## src/rtl/seq_alu_pkg.sv

```systemverilog
// Shared types for the sequential ALU: opcodes, FSM states and the ADD/SUB
// carry/overflow helper.
package alu_pkg;

  typedef enum logic [2:0] {
    OP_ADD = 3'd0,
    OP_SUB = 3'd1,
    OP_AND = 3'd2,
    OP_OR  = 3'd3,
    OP_XOR = 3'd4,
    OP_NOT = 3'd5,
    OP_SHL = 3'd6,
    OP_MUL = 3'd7
  } opcode_e;

  typedef enum logic {
    S_IDLE = 1'b0,
    S_BUSY = 1'b1
  } state_e;

  typedef struct packed {
    logic c;
    logic v;
  } cv_t;

  // carry is bit WIDTH of the (WIDTH+1)-bit sum/difference (borrow for SUB)
  function automatic cv_t addsub_cv(input logic sub, input logic a_msb,
                                    input logic b_msb, input logic r_msb,
                                    input logic carry);
    cv_t f;
    f.c = carry;
    if (sub) f.v = (a_msb ^ b_msb) & (r_msb ^ a_msb);
    else     f.v = ~(a_msb ^ b_msb) & (r_msb ^ a_msb);
    return f;
  endfunction

endpackage

```

## src/rtl/seq_alu_if.sv

```systemverilog
// Start/busy/done request bus between the controller FSM and seq_alu.
interface seq_alu_if #(
  parameter int WIDTH = 16
);
  logic             start;
  logic [WIDTH-1:0] a;
  logic [WIDTH-1:0] b;
  logic             cin;
  logic [2:0]       opc;
  logic [WIDTH-1:0] w;
  logic             z;
  logic             n;
  logic             c;
  logic             v;
  logic             busy;
  logic             done;

  modport master (output start, a, b, cin, opc,
                  input  w, z, n, c, v, busy, done);
  modport slave  (input  start, a, b, cin, opc,
                  output w, z, n, c, v, busy, done);
endinterface

```

## src/rtl/seq_alu_iter_unit.sv

```systemverilog
// Iterative datapath for SHL (1 bit per step) and unsigned MUL (shift-add,
// multiplier LSB first). Exposes the post-step result so the final step can
// be captured straight into the result register.
module alu_iter_unit #(
  parameter  int WIDTH = 16,
  localparam int SHW   = $clog2(WIDTH)
) (
  input  logic             clk,
  input  logic             rst_n,
  input  logic             load,
  input  logic             is_mul,
  input  logic [WIDTH-1:0] a,
  input  logic [WIDTH-1:0] b,
  input  logic [SHW:0]     cnt_init,
  input  logic             step,
  output logic             last,
  output logic [WIDTH-1:0] res,
  output logic             cout
);

  logic [SHW:0]         cnt;
  logic                 mul_mode;
  logic [2*WIDTH-1:0]   acc;
  logic [2*WIDTH-1:0]   mcand;
  logic [WIDTH-1:0]     mplier;
  logic [2*WIDTH-1:0]   acc_next;

  assign last = (cnt == (SHW+1)'(1));

  // SHL reuses acc as the shift register; only its low half is meaningful
  always_comb begin
    acc_next = acc << 1;
    cout     = acc[WIDTH-1];
    if (mul_mode) begin
      acc_next = acc + (mplier[0] ? mcand : '0);
      cout     = |acc_next[2*WIDTH-1:WIDTH];
    end
    res = acc_next[WIDTH-1:0];
  end

  always_ff @(posedge clk) begin
    if (!rst_n) begin
      cnt      <= '0;
      mul_mode <= 1'b0;
      acc      <= '0;
      mcand    <= '0;
      mplier   <= '0;
    end else if (load) begin
      cnt      <= cnt_init;
      mul_mode <= is_mul;
      acc      <= is_mul ? '0 : {{WIDTH{1'b0}}, a};
      mcand    <= {{WIDTH{1'b0}}, a};
      mplier   <= b;
    end else if (step) begin
      cnt      <= cnt - (SHW+1)'(1);
      acc      <= acc_next;
      mcand    <= mcand << 1;
      mplier   <= mplier >> 1;
    end
  end

endmodule

```

## src/rtl/seq_alu.sv

```systemverilog
// Clocked ALU with start/busy/done handshake: single-cycle logic ops and
// ADD/SUB, iterative SHL and MUL, registered result and flags.
module seq_alu
  import alu_pkg::*;
#(
  parameter int WIDTH = 16
) (
  input  logic      clk,
  input  logic      rst_n,
  seq_alu_if.slave  bus
);

  localparam int SHW = $clog2(WIDTH);

  state_e           state;
  opcode_e          op;
  logic [SHW-1:0]   shamt;
  logic             accept, multi, load_res, iter_fin;
  logic [SHW:0]     cnt_init;
  logic [WIDTH:0]   sum, dif;
  cv_t              cv;
  logic [WIDTH-1:0] r_w, iter_res;
  logic             r_c, r_v, iter_c, iter_last;
  logic [WIDTH-1:0] w_q;
  logic             z_q, n_q, c_q, v_q, done_q;

  assign op       = opcode_e'(bus.opc);
  assign shamt    = bus.b[SHW-1:0];
  assign accept   = bus.start && (state == S_IDLE);
  assign multi    = (op == OP_MUL) || ((op == OP_SHL) && (shamt != '0));
  assign iter_fin = (state == S_BUSY) && iter_last;
  assign load_res = (accept && !multi) || iter_fin;
  assign cnt_init = (op == OP_MUL) ? (SHW+1)'(WIDTH) : {1'b0, shamt};

  alu_iter_unit #(.WIDTH(WIDTH)) u_iter (
    .clk      (clk),
    .rst_n    (rst_n),
    .load     (accept && multi),
    .is_mul   (op == OP_MUL),
    .a        (bus.a),
    .b        (bus.b),
    .cnt_init (cnt_init),
    .step     (state == S_BUSY),
    .last     (iter_last),
    .res      (iter_res),
    .cout     (iter_c)
  );

  always_comb begin
    sum = {1'b0, bus.a} + {1'b0, bus.b} + {{WIDTH{1'b0}}, bus.cin};
    dif = {1'b0, bus.a} - {1'b0, bus.b} - {{WIDTH{1'b0}}, bus.cin};
    cv  = '0;
    r_w = '0;
    r_c = 1'b0;
    r_v = 1'b0;
    if (iter_fin) begin
      r_w = iter_res;
      r_c = iter_c;
    end else begin
      case (op)
        OP_ADD: begin
          cv  = addsub_cv(1'b0, bus.a[WIDTH-1], bus.b[WIDTH-1], sum[WIDTH-1], sum[WIDTH]);
          r_w = sum[WIDTH-1:0];
          r_c = cv.c;
          r_v = cv.v;
        end
        OP_SUB: begin
          cv  = addsub_cv(1'b1, bus.a[WIDTH-1], bus.b[WIDTH-1], dif[WIDTH-1], dif[WIDTH]);
          r_w = dif[WIDTH-1:0];
          r_c = cv.c;
          r_v = cv.v;
        end
        OP_AND:  r_w = bus.a & bus.b;
        OP_OR:   r_w = bus.a | bus.b;
        OP_XOR:  r_w = bus.a ^ bus.b;
        OP_NOT:  r_w = ~bus.a;
        OP_SHL:  r_w = bus.a;  // only reached with a zero shift amount
        default: r_w = '0;
      endcase
    end
  end

  always_ff @(posedge clk) begin
    if (!rst_n) begin
      state  <= S_IDLE;
      w_q    <= '0;
      z_q    <= 1'b0;
      n_q    <= 1'b0;
      c_q    <= 1'b0;
      v_q    <= 1'b0;
      done_q <= 1'b0;
    end else begin
      done_q <= load_res;
      if (load_res) begin
        w_q <= r_w;
        z_q <= (r_w == '0);
        n_q <= r_w[WIDTH-1];
        c_q <= r_c;
        v_q <= r_v;
      end
      case (state)
        S_IDLE:  if (accept && multi) state <= S_BUSY;
        S_BUSY:  if (iter_last) state <= S_IDLE;
        default: state <= S_IDLE;
      endcase
    end
  end

  assign bus.w    = w_q;
  assign bus.z    = z_q;
  assign bus.n    = n_q;
  assign bus.c    = c_q;
  assign bus.v    = v_q;
  assign bus.done = done_q;
  assign bus.busy = (state == S_BUSY);

endmodule

```

## src/flat_wrapper.sv

```systemverilog
// flat-port wrapper written by rule: the top's interface ports become plain ports
module seq_alu_flat import alu_pkg::*;
#(
  parameter int WIDTH = 16
)
  (clk, rst_n, bus_start, bus_a, bus_b, bus_cin, bus_opc, bus_w, bus_z, bus_n, bus_c, bus_v, bus_busy, bus_done);
  seq_alu_if #(.WIDTH(WIDTH)) bus_i ();
  input  logic clk;
  input  logic rst_n;
  input wire logic [$bits(bus_i.start)-1:0] bus_start;
  input wire logic [$bits(bus_i.a)-1:0] bus_a;
  input wire logic [$bits(bus_i.b)-1:0] bus_b;
  input wire logic [$bits(bus_i.cin)-1:0] bus_cin;
  input wire logic [$bits(bus_i.opc)-1:0] bus_opc;
  output wire logic [$bits(bus_i.w)-1:0] bus_w;
  output wire logic [$bits(bus_i.z)-1:0] bus_z;
  output wire logic [$bits(bus_i.n)-1:0] bus_n;
  output wire logic [$bits(bus_i.c)-1:0] bus_c;
  output wire logic [$bits(bus_i.v)-1:0] bus_v;
  output wire logic [$bits(bus_i.busy)-1:0] bus_busy;
  output wire logic [$bits(bus_i.done)-1:0] bus_done;
  assign bus_i.start = bus_start;
  assign bus_i.a = bus_a;
  assign bus_i.b = bus_b;
  assign bus_i.cin = bus_cin;
  assign bus_i.opc = bus_opc;
  assign bus_w = bus_i.w;
  assign bus_z = bus_i.z;
  assign bus_n = bus_i.n;
  assign bus_c = bus_i.c;
  assign bus_v = bus_i.v;
  assign bus_busy = bus_i.busy;
  assign bus_done = bus_i.done;
  seq_alu #(.WIDTH(WIDTH)) u_core (.clk(clk), .rst_n(rst_n), .bus(bus_i));
endmodule
```

## config.mk

```make
export PLATFORM = sky130hd
export DESIGN_NAME = seq_alu_flat
export DESIGN_NICKNAME = d
export VERILOG_FILES = /design/src/rtl/seq_alu_pkg.sv /design/src/rtl/seq_alu_if.sv /design/src/rtl/seq_alu_iter_unit.sv /design/src/rtl/seq_alu.sv /design/src/flat_wrapper.sv
export SDC_FILE = /design/constraint.sdc
export NUM_CORES = 1
export LEC_CHECK = 0
export ABC_AREA = 1
export ABC_CLOCK_PERIOD_IN_PS = 4100
export CAP_MARGIN = 20
export CORE_UTILIZATION = 64
export DETAILED_ROUTE_END_ITERATION = 10
export DONT_BUFFER_PORTS = 1
export GPL_TIMING_DRIVEN = 1
export PLACE_DENSITY = 0.8
export SLEW_MARGIN = 0
export SYNTH_ARGS = -nofsm -noshare
export SYNTH_HDL_FRONTEND = slang
export SYNTH_SLANG_ARGS = --single-unit
```

## constraint.sdc

```tcl
create_clock -name clk -period 4.1 [get_ports clk]
set_clock_uncertainty 0.1 [all_clocks]
set_input_delay 0.82 -clock clk [delete_from_list [all_inputs] [get_ports clk]]
set_output_delay 0.82 -clock clk [all_outputs]
set_load 0.005 [all_outputs]
```

==> results_dict.tcl <==
set metrics [dict create \
    power_frac_comb 0.284 \
    ir_drop_v 0.000317 \
    clkPwrFrac 0.315 \
    io_pins 61 \
    drt_wl_total_mm 35.2 \
    firstDrtPassIters 6 \
    rr_worst_depth 21 \
    drt_iter0_drc 1455 \
    cpPeakStageDelay_ns 0.40 \
    synth_largest_area_cell "nand2_1" \
    holdBufCountCts 0 \
    holdPathStages 2 \
    grt_usage 0.413 \
    cts_root_buf "clkbuf_16" \
    rrSetupSlack_ns 0.79 \
    grt_pass1_vias 10500 \
    hold_path.class "flop to flop" \
    avgSynthCellArea_sq_um 5.71 \
    grt_max_degree 59 \
    clkLatencyLatePin_ns 0.36 \
    powerDensity_mw_per_mm2 256 \
    synth_common_cells "nand2_1, inv_1, nand3_1, nor2_1, a21oi_1" \
    finalSetupViolations 0 \
    crit_arrival_ns 3.48 \
    clk_pin_slew_ns 0.08 \
    slew_headroom 0.346 \
    r2r-start "u_core.u_iter.mplier[0]$_SDFFE_PN0P_" \
    critPathCaptureType "flop" \
    synthToLayoutAreaGrowth_pct 3.81 \
    antenna_found_initial 0 \
    period_share 0.808 \
    netSwitchingPower_mw 1.04 \
    clkSinkCount 107 \
    detail_route.wl_per_cell_microns 17.3 \
    cap_viol_max_count 0 \
    synth_edf_count 0 \
    crit_path_frequent_cell "nand2_1" \
    grt_overflow 0 \
    die_area_sq_mm 0.0171 \
    portBuffers 0 \
    chipWidth_microns 131 \
    placed_area_sq_mm 0.0107 \
    syn_area_sq_mm 0.0106 \
    hpwl_mm 27.3 \
    async_reset_ff_frac 0 \
    coreArea_sq_mm 0.0160 \
    synth_most_common_cell "nand2_1" \
    worstSetupPathType "flop to flop" \
    slowest_stage "fa_1" \
    rsz0062_at_grt "false" \
    drive_gt1_frac 0.0318 \
    critPathLaunchType "flop" \
    cts_buffers 9 \
    netlist_instances 1854 \
    status "finished clean" \
    synth_fp_nets 1993 \
    worstHoldStart "u_core.u_iter.cnt[1]$_SDFFE_PN0P_" \
    cts_tree "done" \
    finalCriticalPeriod_ns 3.31 \
    nets 1956 \
    whs_endpoint "u_core.u_iter.cnt[1]$_SDFFE_PN0P_" \
    antenna_cells 0 \
    via_per_inst 5.87 \
    cp_data_required_time_ns 4.26 \
    synth.ff_latch_count 107 \
    seqPwrFrac 0.401 \
    cts_setup_buffers 0 \
    intPower_mw 1.78 \
    post_cts_resized 0 \
    tightestPinTransition_ns 0.979 \
    ant_nets 0 \
    design_area_sq_mm 0.0110 \
    yosys_most_used_dff "dfxtp_1" \
    die_y_microns 131 \
    drcViolationCount 0 \
    ys_types 39 \
    r2r-end "u_core.bus.c$_SDFFE_PN0P_" \
    cts_buffer_depth 2 \
    ys_seq_area_frac 0.202 \
    p_leak_nw 5.53 \
    path_cells "buf_4, nand2_1, fa_1, inv_1, nand3_1, nand2_1, nand2_1, nand2_1, nand2_1, nand2_1, nand3_1, nand2_1, nand2_1, nand2_1, nand2_1, nor2_1, nand3_1, nand2_1, nand2_1, nand3_1, nand2_1" \
    critical_path.max_fanout 32 \
    switching_share 0.369 \
    place.gp.congestion 1.05 \
    critPathBufInv 2 \
    max_freq_ghz 0.302 \
    htree_levels 3 \
    vias 12000 \
    grt_first_pass_wirelength_mm 54.1 \
    finalMaxSlewViolations 0 \
    fin_setup_tns_ns 0 \
    yosysTopAreaCellShare 0.225 \
    synth_area_leaders "nand2_1, dfxtp_1, ha_1" \
    yosys_warnings 0 \
    initial_utilization 0.662 \
    rows 46 \
    cp_top_family "simple AND/OR/NAND/NOR gates" \
    final_hold_viol_count 0 \
]
flip-flops by register name, indices dropped and copies added (netlist names):
| signal | count |
|---|---|
| u_core.bus.w | 16 |
| u_core.u_iter.acc | 32 |
| u_core.u_iter.mcand | 32 |
| u_core.bus.v | 1 |
| u_core.bus.busy | 1 |
| u_core.u_iter.cnt | 5 |
| u_core.bus.z | 1 |
| u_core.u_iter.mul_mode | 1 |
| u_core.bus.done | 1 |
| u_core.u_iter.mplier | 16 |
| u_core.bus.c | 1 |
power groups by stage:
stage	Combinational [mW]	Clock, mW	Sequential [mW]
after CTS	0.770	0.883	1.13
after detailed placement	0.764	0	1.15
after global routing	0.884	0.924	1.14
after global placement	0.755	0	1.15
final	0.801	0.887	1.13
after floorplan	0.592	0	1.14
metal layers:
metal,up-vias,part of all wire,routed length (microns),track usage
li1,5850,-,-,-
met1,5348,0.42,14800,0.561
met2,672,0.42,14600,0.624
met3,90,0.13,4620,0.118
met4,0,0.032,1130,0.137
met5,-,0,0,0
logic make-up after synthesis:
group,Yosys count,share of synthesized area
compound gates,285,0.151
xor+xnor,9,0.00744
fa+ha+maj,100,0.122
buf+inv,349,0.127
flops,107,0.202
mux,1,0.000945
simple gates,1003,0.390
worst reg2reg max path: stages (launching register included):
cell	delay, ns
dfxtp_1	0.34
buf_4	0.33
nand2_1	0.17
fa_1	0.40
inv_1	0.11
nand3_1	0.08
nand2_1	0.16
nand2_1	0.11
nand2_1	0.14
nand2_1	0.09
nand2_1	0.13
nand3_1	0.13
nand2_1	0.09
nand2_1	0.05
nand2_1	0.06
nand2_1	0.05
nor2_1	0.13
nand3_1	0.13
nand2_1	0.11
nand2_1	0.10
nand3_1	0.14
nand2_1	0.06
cells in the final DEF (no fill, tap or decap), drive strengths merged:
| cell | instances |
|---|---|
| a221oi | 4 |
| o21a | 1 |
| mux2i | 1 |
| o2bb2ai | 1 |
| a21boi | 1 |
| o21ai | 82 |
| nand4 | 25 |
| a21oi | 117 |
| a211oi | 3 |
| buf | 10 |
| inv | 292 |
| o221ai | 3 |
| o21bai | 3 |
| a31oi | 39 |
| xnor2 | 4 |
| a22o | 5 |
| nand2 | 635 |
| nor2 | 155 |
| dfxtp | 107 |
| nor3 | 13 |
| fa | 5 |
| nand3 | 154 |
| clkbuf | 9 |
| nand3b | 8 |
| o211ai | 15 |
| clkinv | 6 |
| or2 | 11 |
| xor2 | 5 |
| o22ai | 11 |
| ha | 95 |
| and2 | 2 |
how the worst max path moves through the flow:
stage                                         startpoint                        end  slack (ns)  cells after the start
floorplan                                        bus_cin  u_core.bus.z$_SDFFE_PN0P_        1.16                     16
global placement                                 bus_cin  u_core.bus.z$_SDFFE_PN0P_        0.76                     15
detailed placement                               bus_cin  u_core.bus.z$_SDFFE_PN0P_        0.68                     15
CTS                 u_core.u_iter.mplier[0]$_SDFFE_PN0P_  u_core.bus.c$_SDFFE_PN0P_        0.88                     21
global route        u_core.u_iter.mplier[0]$_SDFFE_PN0P_  u_core.bus.c$_SDFFE_PN0P_        0.53                     21
finish              u_core.u_iter.mplier[0]$_SDFFE_PN0P_  u_core.bus.c$_SDFFE_PN0P_        0.79                     21
stage by stage:
| stage | hold slack (ns) | worst slack, ns | instances | util | power, mW |
|---|---|---|---|---|---|
| 4_1_cts | 0.371 | 0.883 | 2038 | 0.687 | 2.78 |
| 3_5_place_dp | 0.355 | 0.679 | 2022 | 0.668 | 1.92 |
| 6_report | 0.369 | 0.787 | 2038 | 0.687 | 2.82 |
| 2_1_floorplan | 0.340 | 1.16 | 1854 | - | 1.73 |
| 3_3_place_gp | 0.350 | 0.757 | 2022 | 0.668 | 1.91 |
| 5_1_grt | 0.383 | 0.535 | 2038 | 0.687 | 2.94 |
area by class of cell:
class,instances,area [sq um]
Clock buffer,9,225
Tap cell,216,270
Fill cell,1568,5000
Multi-Input combinational cell,1398,7110
Sequential cell,107,2140
Inverter,291,1090
Clock inverter,7,81.3
Timing Repair Buffer,10,75.1
Note: power is estimated with default switching activity, not from simulation.
